**src/rtl/bpm_link_tx_pkg.sv**
```systemverilog
// Shared FOFB link constants, FSM encodings and helpers.
// Used by the BPM link transmitter and the link reader.
package bpm_link_tx_pkg;

  localparam int LINK_W = 32;
  localparam int IDX_W = 9;
  localparam int PKT_LEN = 4;
  localparam int CNT_W = 6;
  localparam int FIFO_W = LINK_W + 1;
  localparam logic [15:0] HEADER_MAGIC = 16'hA5BC;

  typedef enum logic [2:0] {
    S_IDLE    = 3'd0,
    S_LOCAL_H = 3'd1,
    S_LOCAL_X = 3'd2,
    S_LOCAL_Y = 3'd3,
    S_LOCAL_S = 3'd4,
    S_PASS    = 3'd5
  } tx_state_t;

  typedef struct packed {
    logic [IDX_W-1:0]  idx;
    logic [LINK_W-1:0] x;
    logic [LINK_W-1:0] y;
    logic [LINK_W-1:0] s;
  } local_pkt_t;

  function automatic logic [LINK_W-1:0] mk_header(
    input logic [15:0]      magic,
    input logic [IDX_W-1:0] idx
  );
    return {magic, {(LINK_W-16-IDX_W){1'b0}}, idx};
  endfunction

  function automatic logic [CNT_W-1:0] sat_inc(
    input logic [CNT_W-1:0] v,
    input logic             inc
  );
    return (inc && (v != '1)) ? v + CNT_W'(1) : v;
  endfunction

endpackage

```
**src/rtl/bpm_link_tx_if.sv**
```systemverilog
// Streaming link bundle: 32-bit data with valid/last and ready.
// The RX side of the transmitter drives ready high permanently.
interface bpm_link_tx_if;
  logic [31:0] tdata;
  logic        tvalid;
  logic        tlast;
  logic        tready;

  modport master (
    output tdata, tvalid, tlast,
    input  tready
  );

  modport slave (
    input  tdata, tvalid, tlast,
    output tready
  );
endinterface

```
**src/rtl/link_tx_fifo.sv**
```systemverilog
// Synchronous first-word-fall-through FIFO for pass-through words.
// Occupancy counter carries one extra bit so full and empty are distinct.
module link_tx_fifo #(
  parameter int DEPTH = 16,
  parameter int W     = 33,
  localparam int AW   = $clog2(DEPTH),
  localparam int CW   = AW + 1
) (
  input  logic          i_clk,
  input  logic          i_rst,
  input  logic          i_wr,
  input  logic [W-1:0]  i_wdata,
  input  logic          i_rd,
  output logic [W-1:0]  o_rdata,
  output logic [CW-1:0] o_count,
  output logic          o_empty,
  output logic          o_full
);

  logic [W-1:0]  r_mem [DEPTH];
  logic [AW-1:0] r_wp;
  logic [AW-1:0] r_rp;
  logic [CW-1:0] r_cnt;
  logic          w_wr;
  logic          w_rd;

  assign o_empty = (r_cnt == '0);
  assign o_full  = (r_cnt == CW'(DEPTH));
  assign w_wr    = i_wr && !o_full;
  assign w_rd    = i_rd && !o_empty;
  assign o_rdata = r_mem[r_rp];
  assign o_count = r_cnt;

  always_ff @(posedge i_clk) begin
    if (w_wr) r_mem[r_wp] <= i_wdata;
  end

  always_ff @(posedge i_clk) begin
    if (i_rst) begin
      r_wp  <= '0;
      r_rp  <= '0;
      r_cnt <= '0;
    end else begin
      if (w_wr) r_wp <= r_wp + AW'(1);
      if (w_rd) r_rp <= r_rp + AW'(1);
      unique case ({w_wr, w_rd})
        2'b10:   r_cnt <= r_cnt + CW'(1);
        2'b01:   r_cnt <= r_cnt - CW'(1);
        default: r_cnt <= r_cnt;
      endcase
    end
  end

endmodule

```
**src/rtl/bpm_link_tx.sv**
```systemverilog
// BPM FOFB link transmitter: local 4-word packet per session,
// merged with upstream packets forwarded through a FIFO.
module bpm_link_tx #(
  parameter int          FIFO_DEPTH   = 16,
  parameter logic [15:0] HEADER_MAGIC = bpm_link_tx_pkg::HEADER_MAGIC
) (
  input  logic          auroraUserClk,
  input  logic          auroraReset,
  input  logic          auroraFAstrobe,
  input  logic          enable,
  input  logic [8:0]    localIndex,
  input  logic [31:0]   localX,
  input  logic [31:0]   localY,
  input  logic [31:0]   localS,
  bpm_link_tx_if.slave  RX,
  bpm_link_tx_if.master TX,
  output logic [5:0]    sentCount,
  output logic [5:0]    droppedCount,
  output logic          overrun,
  input  logic          overrunClear
);
  import bpm_link_tx_pkg::*;

  localparam int CW = $clog2(FIFO_DEPTH) + 1;

  tx_state_t        r_state;
  tx_state_t        w_next;
  local_pkt_t       r_lat;
  local_pkt_t       r_snap;
  logic             r_pend;
  logic             r_ovr;
  logic             r_rx_armed;
  logic             r_rx_sof;
  logic             r_rx_keep;
  logic [CNT_W-1:0] r_sess_sent;
  logic [CNT_W-1:0] r_sess_drop;
  logic [CNT_W-1:0] r_sent;
  logic [CNT_W-1:0] r_drop;

  logic              w_hs;
  logic              w_strobe_en;
  logic              w_sent_ev;
  logic              w_free_ok;
  logic              w_rx_drop;
  logic              w_ovr_ev;
  logic              w_fifo_wr;
  logic              w_fifo_rd;
  logic              w_fifo_empty;
  logic              w_fifo_full;
  logic [CW-1:0]     w_fifo_cnt;
  logic [FIFO_W-1:0] w_fifo_q;

  assign RX.tready   = 1'b1;
  assign w_hs        = TX.tvalid && TX.tready;
  assign w_strobe_en = auroraFAstrobe && enable;
  assign w_free_ok   = (CW'(FIFO_DEPTH) - w_fifo_cnt) >= CW'(PKT_LEN);

  // Accept/drop is decided once, on the first word of each packet.
  assign w_rx_drop = RX.tvalid && r_rx_armed && r_rx_sof && !w_free_ok;
  assign w_fifo_wr = RX.tvalid && r_rx_armed && !w_fifo_full
                  && (r_rx_sof ? w_free_ok : r_rx_keep);
  assign w_fifo_rd = (r_state == S_PASS) && TX.tready && !w_fifo_empty;

  assign w_sent_ev = w_hs && ((r_state == S_LOCAL_S)
                  || ((r_state == S_PASS) && TX.tlast));
  assign w_ovr_ev  = w_rx_drop || (auroraFAstrobe && r_pend);

  assign sentCount    = r_sent;
  assign droppedCount = r_drop;
  assign overrun      = r_ovr;

  link_tx_fifo #(
    .DEPTH (FIFO_DEPTH),
    .W     (FIFO_W)
  ) u_fifo (
    .i_clk   (auroraUserClk),
    .i_rst   (auroraReset),
    .i_wr    (w_fifo_wr),
    .i_wdata ({RX.tlast, RX.tdata}),
    .i_rd    (w_fifo_rd),
    .o_rdata (w_fifo_q),
    .o_count (w_fifo_cnt),
    .o_empty (w_fifo_empty),
    .o_full  (w_fifo_full)
  );

  always_ff @(posedge auroraUserClk) begin
    if (auroraReset) r_state <= S_IDLE;
    else             r_state <= w_next;
  end

  always_comb begin
    w_next    = r_state;
    TX.tvalid = 1'b0;
    TX.tdata  = '0;
    TX.tlast  = 1'b0;
    unique case (r_state)
      S_IDLE: begin
        // A word being written now is visible on TX next cycle.
        if (r_pend) w_next = S_LOCAL_H;
        else if (!w_fifo_empty || w_fifo_wr) w_next = S_PASS;
      end
      S_LOCAL_H: begin
        TX.tvalid = 1'b1;
        TX.tdata  = mk_header(HEADER_MAGIC, r_snap.idx);
        if (TX.tready) w_next = S_LOCAL_X;
      end
      S_LOCAL_X: begin
        TX.tvalid = 1'b1;
        TX.tdata  = r_snap.x;
        if (TX.tready) w_next = S_LOCAL_Y;
      end
      S_LOCAL_Y: begin
        TX.tvalid = 1'b1;
        TX.tdata  = r_snap.y;
        if (TX.tready) w_next = S_LOCAL_S;
      end
      S_LOCAL_S: begin
        TX.tvalid = 1'b1;
        TX.tdata  = r_snap.s;
        TX.tlast  = 1'b1;
        if (TX.tready) w_next = S_IDLE;
      end
      S_PASS: begin
        TX.tvalid = !w_fifo_empty;
        TX.tdata  = w_fifo_q[LINK_W-1:0];
        TX.tlast  = w_fifo_q[LINK_W];
        if (w_hs && w_fifo_q[LINK_W]) w_next = S_IDLE;
      end
      default: w_next = S_IDLE;
    endcase
  end

  always_ff @(posedge auroraUserClk) begin
    if (auroraReset) begin
      r_lat       <= '0;
      r_snap      <= '0;
      r_pend      <= 1'b0;
      r_ovr       <= 1'b0;
      r_rx_armed  <= 1'b0;
      r_rx_sof    <= 1'b0;
      r_rx_keep   <= 1'b0;
      r_sess_sent <= '0;
      r_sess_drop <= '0;
      r_sent      <= '0;
      r_drop      <= '0;
    end else begin
      // Snapshot so a later strobe cannot alter a packet in flight.
      if ((r_state == S_IDLE) && r_pend) r_snap <= r_lat;
      if (w_strobe_en) begin
        r_lat  <= {localIndex, localX, localY, localS};
        r_pend <= 1'b1;
      end else if ((r_state == S_LOCAL_S) && w_hs) begin
        r_pend <= 1'b0;
      end
      r_ovr <= w_ovr_ev | (r_ovr & ~overrunClear);

      if (RX.tvalid) begin
        if (!r_rx_armed) begin
          if (RX.tlast) begin
            r_rx_armed <= 1'b1;
            r_rx_sof   <= 1'b1;
          end
        end else begin
          if (r_rx_sof) r_rx_keep <= w_free_ok;
          r_rx_sof <= RX.tlast;
        end
      end

      if (auroraFAstrobe) begin
        r_sent      <= r_sess_sent;
        r_drop      <= r_sess_drop;
        r_sess_sent <= CNT_W'(w_sent_ev);
        r_sess_drop <= CNT_W'(w_rx_drop);
      end else begin
        r_sess_sent <= sat_inc(r_sess_sent, w_sent_ev);
        r_sess_drop <= sat_inc(r_sess_drop, w_rx_drop);
      end
    end
  end

endmodule

```
**src/flat_wrapper.sv**
```systemverilog
// flat-port wrapper written by rule: the top's interface ports become plain ports
module bpm_link_tx_flat import bpm_link_tx_pkg::*;
#(
  parameter int          FIFO_DEPTH   = 16,
  parameter logic [15:0] HEADER_MAGIC = bpm_link_tx_pkg::HEADER_MAGIC
)
  (auroraUserClk, auroraReset, auroraFAstrobe, enable, localIndex, localX, localY, localS, sentCount, droppedCount, overrun, overrunClear, RX_tdata, RX_tvalid, RX_tlast, RX_tready, TX_tdata, TX_tvalid, TX_tlast, TX_tready);
  bpm_link_tx_if RX_i ();
  bpm_link_tx_if TX_i ();
  input  logic auroraUserClk;
  input  logic auroraReset;
  input  logic auroraFAstrobe;
  input  logic enable;
  input  logic [8:0] localIndex;
  input  logic [31:0] localX;
  input  logic [31:0] localY;
  input  logic [31:0] localS;
  output logic [5:0] sentCount;
  output logic [5:0] droppedCount;
  output logic overrun;
  input  logic overrunClear;
  input wire logic [$bits(RX_i.tdata)-1:0] RX_tdata;
  input wire logic [$bits(RX_i.tvalid)-1:0] RX_tvalid;
  input wire logic [$bits(RX_i.tlast)-1:0] RX_tlast;
  output wire logic [$bits(RX_i.tready)-1:0] RX_tready;
  output wire logic [$bits(TX_i.tdata)-1:0] TX_tdata;
  output wire logic [$bits(TX_i.tvalid)-1:0] TX_tvalid;
  output wire logic [$bits(TX_i.tlast)-1:0] TX_tlast;
  input wire logic [$bits(TX_i.tready)-1:0] TX_tready;
  assign RX_i.tdata = RX_tdata;
  assign RX_i.tvalid = RX_tvalid;
  assign RX_i.tlast = RX_tlast;
  assign RX_tready = RX_i.tready;
  assign TX_tdata = TX_i.tdata;
  assign TX_tvalid = TX_i.tvalid;
  assign TX_tlast = TX_i.tlast;
  assign TX_i.tready = TX_tready;
  bpm_link_tx #(.FIFO_DEPTH(FIFO_DEPTH), .HEADER_MAGIC(HEADER_MAGIC)) u_core (.auroraUserClk(auroraUserClk), .auroraReset(auroraReset), .auroraFAstrobe(auroraFAstrobe), .enable(enable), .localIndex(localIndex), .localX(localX), .localY(localY), .localS(localS), .RX(RX_i), .TX(TX_i), .sentCount(sentCount), .droppedCount(droppedCount), .overrun(overrun), .overrunClear(overrunClear));
endmodule
```
**config.mk**
```make
export PLATFORM = sky130hd
export DESIGN_NAME = bpm_link_tx_flat
export DESIGN_NICKNAME = d
export VERILOG_FILES = /design/src/rtl/bpm_link_tx_pkg.sv /design/src/rtl/bpm_link_tx_if.sv /design/src/rtl/link_tx_fifo.sv /design/src/rtl/bpm_link_tx.sv /design/src/flat_wrapper.sv
export SDC_FILE = /design/constraint.sdc
export NUM_CORES = 1
export LEC_CHECK = 0
export CAP_MARGIN = 20
export CORE_MARGIN = 5
export CORE_UTILIZATION = 50
export CTS_BUF_LIST = sky130_fd_sc_hd__clkbuf_8
export DETAILED_ROUTE_END_ITERATION = 8
export PLACE_DENSITY = 0.74
export SYNTH_ARGS = -nofsm -noshare
export SYNTH_HDL_FRONTEND = slang
export SYNTH_SLANG_ARGS = --single-unit
```
**constraint.sdc**
```tcl
create_clock -name auroraUserClk -period 6.15 [get_ports auroraUserClk]
set_input_delay 1.845 -clock auroraUserClk [delete_from_list [all_inputs] [get_ports auroraUserClk]]
set_output_delay 1.845 -clock auroraUserClk [all_outputs]
set_load 0.02 [all_outputs]
```
==> flow_summary.yaml <==
die:
  fp.dieW_um: 257
  placementRows: 90
  initial_core_util_pct: 50.5
  core_area_um2: 60400
  top_level_ports: 193
  die-height_um: 257
  dieArea_um2: 65900
placement:
  place_congestion: 0.799
  port_buffers: 191
  placed_cell_area_um2: 33300
  dp_hpwl_um: 43300
layout:
  nets: 2451
  layout-drive-gt1-share_pct: 16.7
  syn2layout_area_growth_pct: 16.7
  nFillCells: 4436
  final_util_pct: 58.9
  finalInstanceArea_um2: 35500
  antenna_cells: 0
routing:
  wire_per_inst_um: 22.8
  drc: 0
  drtIter0Drc: 1696
  first_pass_iters: 5
  ant_nets: 0
  wl_um: 72400
  viasPerCell: 5.68
  num_vias: 18100
timing:
  finalMaxSlewViolations: 0
  hold_ws_ns: 0.443
  hold_viol_final: 0
  tns_ns: 0
  setup_violations: 0
  rsz0062_at_grt: "false"
  final.min_clock_period_ns: 5.72
  max_freq_ghz: 0.175
  min_period_over_period_pct: 93.1
  max_slew_margin_pct: 34.2
  finClkSkew_ns: 0.0287
  tightest_slew_ns: 0.987
setup_path:
  cp.buffers_inverters: 2
  arrival_ns: 3.88
  crit_slowest_cell: "dfxtp_4"
  rr_worst_depth: 10
  worstPathMaxFanout: 18
  cpPeakStageDelay_ns: 0.60
  cpLargestDelayFamily: "multiplexers"
  critPathCaptureType: "primary output"
  rr_startpoint: "u_core.r_state[0]"
  cp_common_cell: "mux4_2"
  crit_path_start_kind: "flip-flop"
  critPathCapture: "TX_tdata[2]"
  reg2reg_to: "u_core.u_fifo.o_count[4]"
  crit_cells: 6
  critPathKind: "flip-flop to primary output"
  crit_chain: "buf_4, mux4_2, mux4_2, mux2i_1, o22ai_1, clkdlybuf4s50_1"
  r2r_setup_slack_ns: 2.28
  cp.required_ns: 4.30
global_routing:
  grt_busiest_layer: "met2"
  grt_pass1_vias: 18100
  grt_util_met1_pct: 29.1
  grt_max_degree: 153
  grt_pass1_wl_um: 109000
  grt_usage_pct: 21.5
  met2_usage_pct: 35.2
  antenna_found_initial: 9
  overflow: 0
  grtUsageMet3_pct: 5.36
clock_network:
  cts_hold_buf: 0
  cts_sinks: 787
  cts_root_buf: "clkbuf_8"
  ctsResizeCount: 0
  htree_levels: 3
  cts_buffers: 116
  insertion_delay_ns: 0.72
  clk_pin_slew_ns: 0.06
  cts_setup_buffers: 0
  cts_tree: "yes"
  cts_buffer_depth: 3
synth:
  yosys.area_share.simple_pct: 7.44
  synthMuxAreaShare_pct: 14.2
  ys_types: 58
  syn_inst: 2086
  async_flop_share_pct: 0
  yosysSeqAreaShare_pct: 69.1
  synth_ff_type: "edfxtp_1"
  synth_xor_area_share_pct: 0.460
  yosys_warnings: 0
  ys_ff_latch: 787
  postSynthAreaPerCell_um2: 14.6
  synth_compound_area_share_pct: 5.88
  synthesis.area_um2: 30500
  syn-num-nets: 2243
  synth_edf_count: 528
  synth_fa_ha_area_share_pct: 0.493
  synth_top_family_by_area: "multiplexers"
power:
  total_leakage_power_nw: 11.4
  internal-power_mw: 8.15
  p_sw_mw: 2.68
  p_per_area_nw_per_um2: 305
  combinationalPowerShare_pct: 9.2
  power_frac_seq_pct: 53.4
  p_clk_share_pct: 37.3
  ir_worst_vdd_v: 0.000139
  p_total_mw: 10.8
  switching_share_pct: 24.8
outcome:
  status: "finished clean"
min_path:
  min_path_type: "flip-flop to flip-flop"
flow_run:
  drv_cap: 0
[kinds of logic (layout without fill, tap and decap cells)]
kind of cell / Yosys count / count (layout)
muxes: 225 / 225
and+or+nand+nor: 565 / 565
xor gates and xnor gates: 16 / 16
AOI/OAI and AO/OA: 314 / 314
adders and majority gates: 12 / 12
DFF: 787 / 787
buffers and inverters: 166 / 475
other: 1 / 1
[metal layers]
metal / wire (um) / share of wire (%) / vias to the layer above
li1: - / - / 8207
met1: 29400 / 41 / 8988
met2: 35400 / 49 / 743
met3: 6260 / 8.6 / 100
met4: 1290 / 1.8 / 14
met5: 90 / 0.12 / -
[per-stage QoR]
stage	cells	setup WS [ns]
floorplan	2086	0.781
global placement	2957	1.19
detailed placement	2957	1.12
CTS	3176	0.349
global route	3177	0.231
finish	3177	0.426
[tightest hold or removal path, delay by kind of cell, from the launching register on]
kind / cells / cell delay [ns]
flip-flops: 1 / 0.31
AO/OA/AOI/OAI: 1 / 0.05
AND/OR/NAND/NOR: 1 / 0.05
[layout make-up]
cell class | instances | area (um^2) | share of cell area [%]
Sequential cell | 787 | 21100 | 59.2
Multi-Input combinational cell | 1133 | 8810 | 24.8
Timing Repair Buffer | 233 | 2370 | 6.66
Clock buffer | 123 | 1690 | 4.76
Tap cell | 782 | 978 | 2.75
Clock inverter | 96 | 558 | 1.57
Inverter | 23 | 86.3 | 0.243
[registers in the layout, indices dropped and copies added, names as in the netlist, named ones only]
| register | count |
|---|---|
| u_core.r_rx_armed | 1 |
| u_core.r_state | 3 |
| u_core.overrun | 1 |
| u_core.r_rx_sof | 1 |
| u_core.droppedCount | 6 |
| u_core.u_fifo.r_mem | 528 |
| u_core.r_sess_sent | 6 |
| u_core.u_fifo.o_count | 5 |
| u_core.r_rx_keep | 1 |
| u_core.u_fifo.r_rp | 4 |
| u_core.r_pend | 1 |
| u_core.r_lat | 105 |
| u_core.u_fifo.r_wp | 4 |
| u_core.r_sess_drop | 6 |
| u_core.r_snap | 105 |
| u_core.sentCount | 6 |
[cell usage after synthesis (all sizes together) (6+ instances only)]
cell | instances | area share [%]
xnor2 | 7 | 0.20
mux2 | 9 | 0.33
xor2 | 9 | 0.26
a21oi | 226 | 3.7
o22ai | 23 | 0.47
ha | 12 | 0.49
nand3 | 7 | 0.12
dfxtp | 259 | 17
nor3 | 19 | 0.31
o21ai | 6 | 0.099
a22oi | 22 | 0.58
clkbuf | 90 | 1.1
buf | 53 | 1.1
mux4 | 164 | 12
nor2 | 51 | 0.63
nand2b | 13 | 0.27
mux2i | 52 | 1.7
edfxtp | 528 | 52
nand2 | 450 | 5.5
inv | 23 | 0.28
o221ai | 9 | 0.26
[layout by cell type, fill, tap and decap left out, types with 4 or more instances in the layout]
cell type / n
edfxtp_1: 528
nand2_1: 449
dfxtp_1: 255
a21oi_1: 226
clkdlybuf4s50_1: 190
mux4_2: 164
clkbuf_8: 123
inv_1: 59
mux2i_1: 52
nor2_1: 39
buf_4: 31
clkinv_1: 27
o22ai_1: 23
clkinv_2: 21
a22oi_1: 20
nor3_1: 15
nand2b_1: 13
nor2_4: 12
ha_1: 12
buf_12: 11
mux2_2: 9
o221ai_1: 9
xor2_1: 9
xnor2_1: 7
nand3_1: 6
o21ai_0: 6
bufinv_16: 5
nor2b_1: 4
a31oi_1: 4
nor3_2: 4
[power by group through the flow]
stage                     registers (mW)  clock network (mW)  logic, mW
after floorplan                     5.84                   0      0.601
after global placement              5.90                   0      0.981
after detailed placement            5.90                   0      0.994
after CTS                           5.79                4.12      0.997
after global routing                5.80                4.38       1.06
final                               5.79                4.05       1.00
[how the worst min path moves through the flow]
stage / from / to / cells past startpoint
4_1_cts: u_core.r_lat[0] / u_core.r_snap[0] / 2
6_report: u_core.r_lat[0] / u_core.r_snap[0] / 2
2_1_floorplan: u_core.r_snap[50] / u_core.r_snap[50] / 2
3_5_place_dp: u_core.r_lat[96] / u_core.r_snap[96] / 2
5_1_grt: u_core.r_lat[13] / u_core.r_snap[13] / 2
3_3_place_gp: u_core.r_lat[100] / u_core.r_snap[100] / 2
Power figures use the tool's default switching activity.
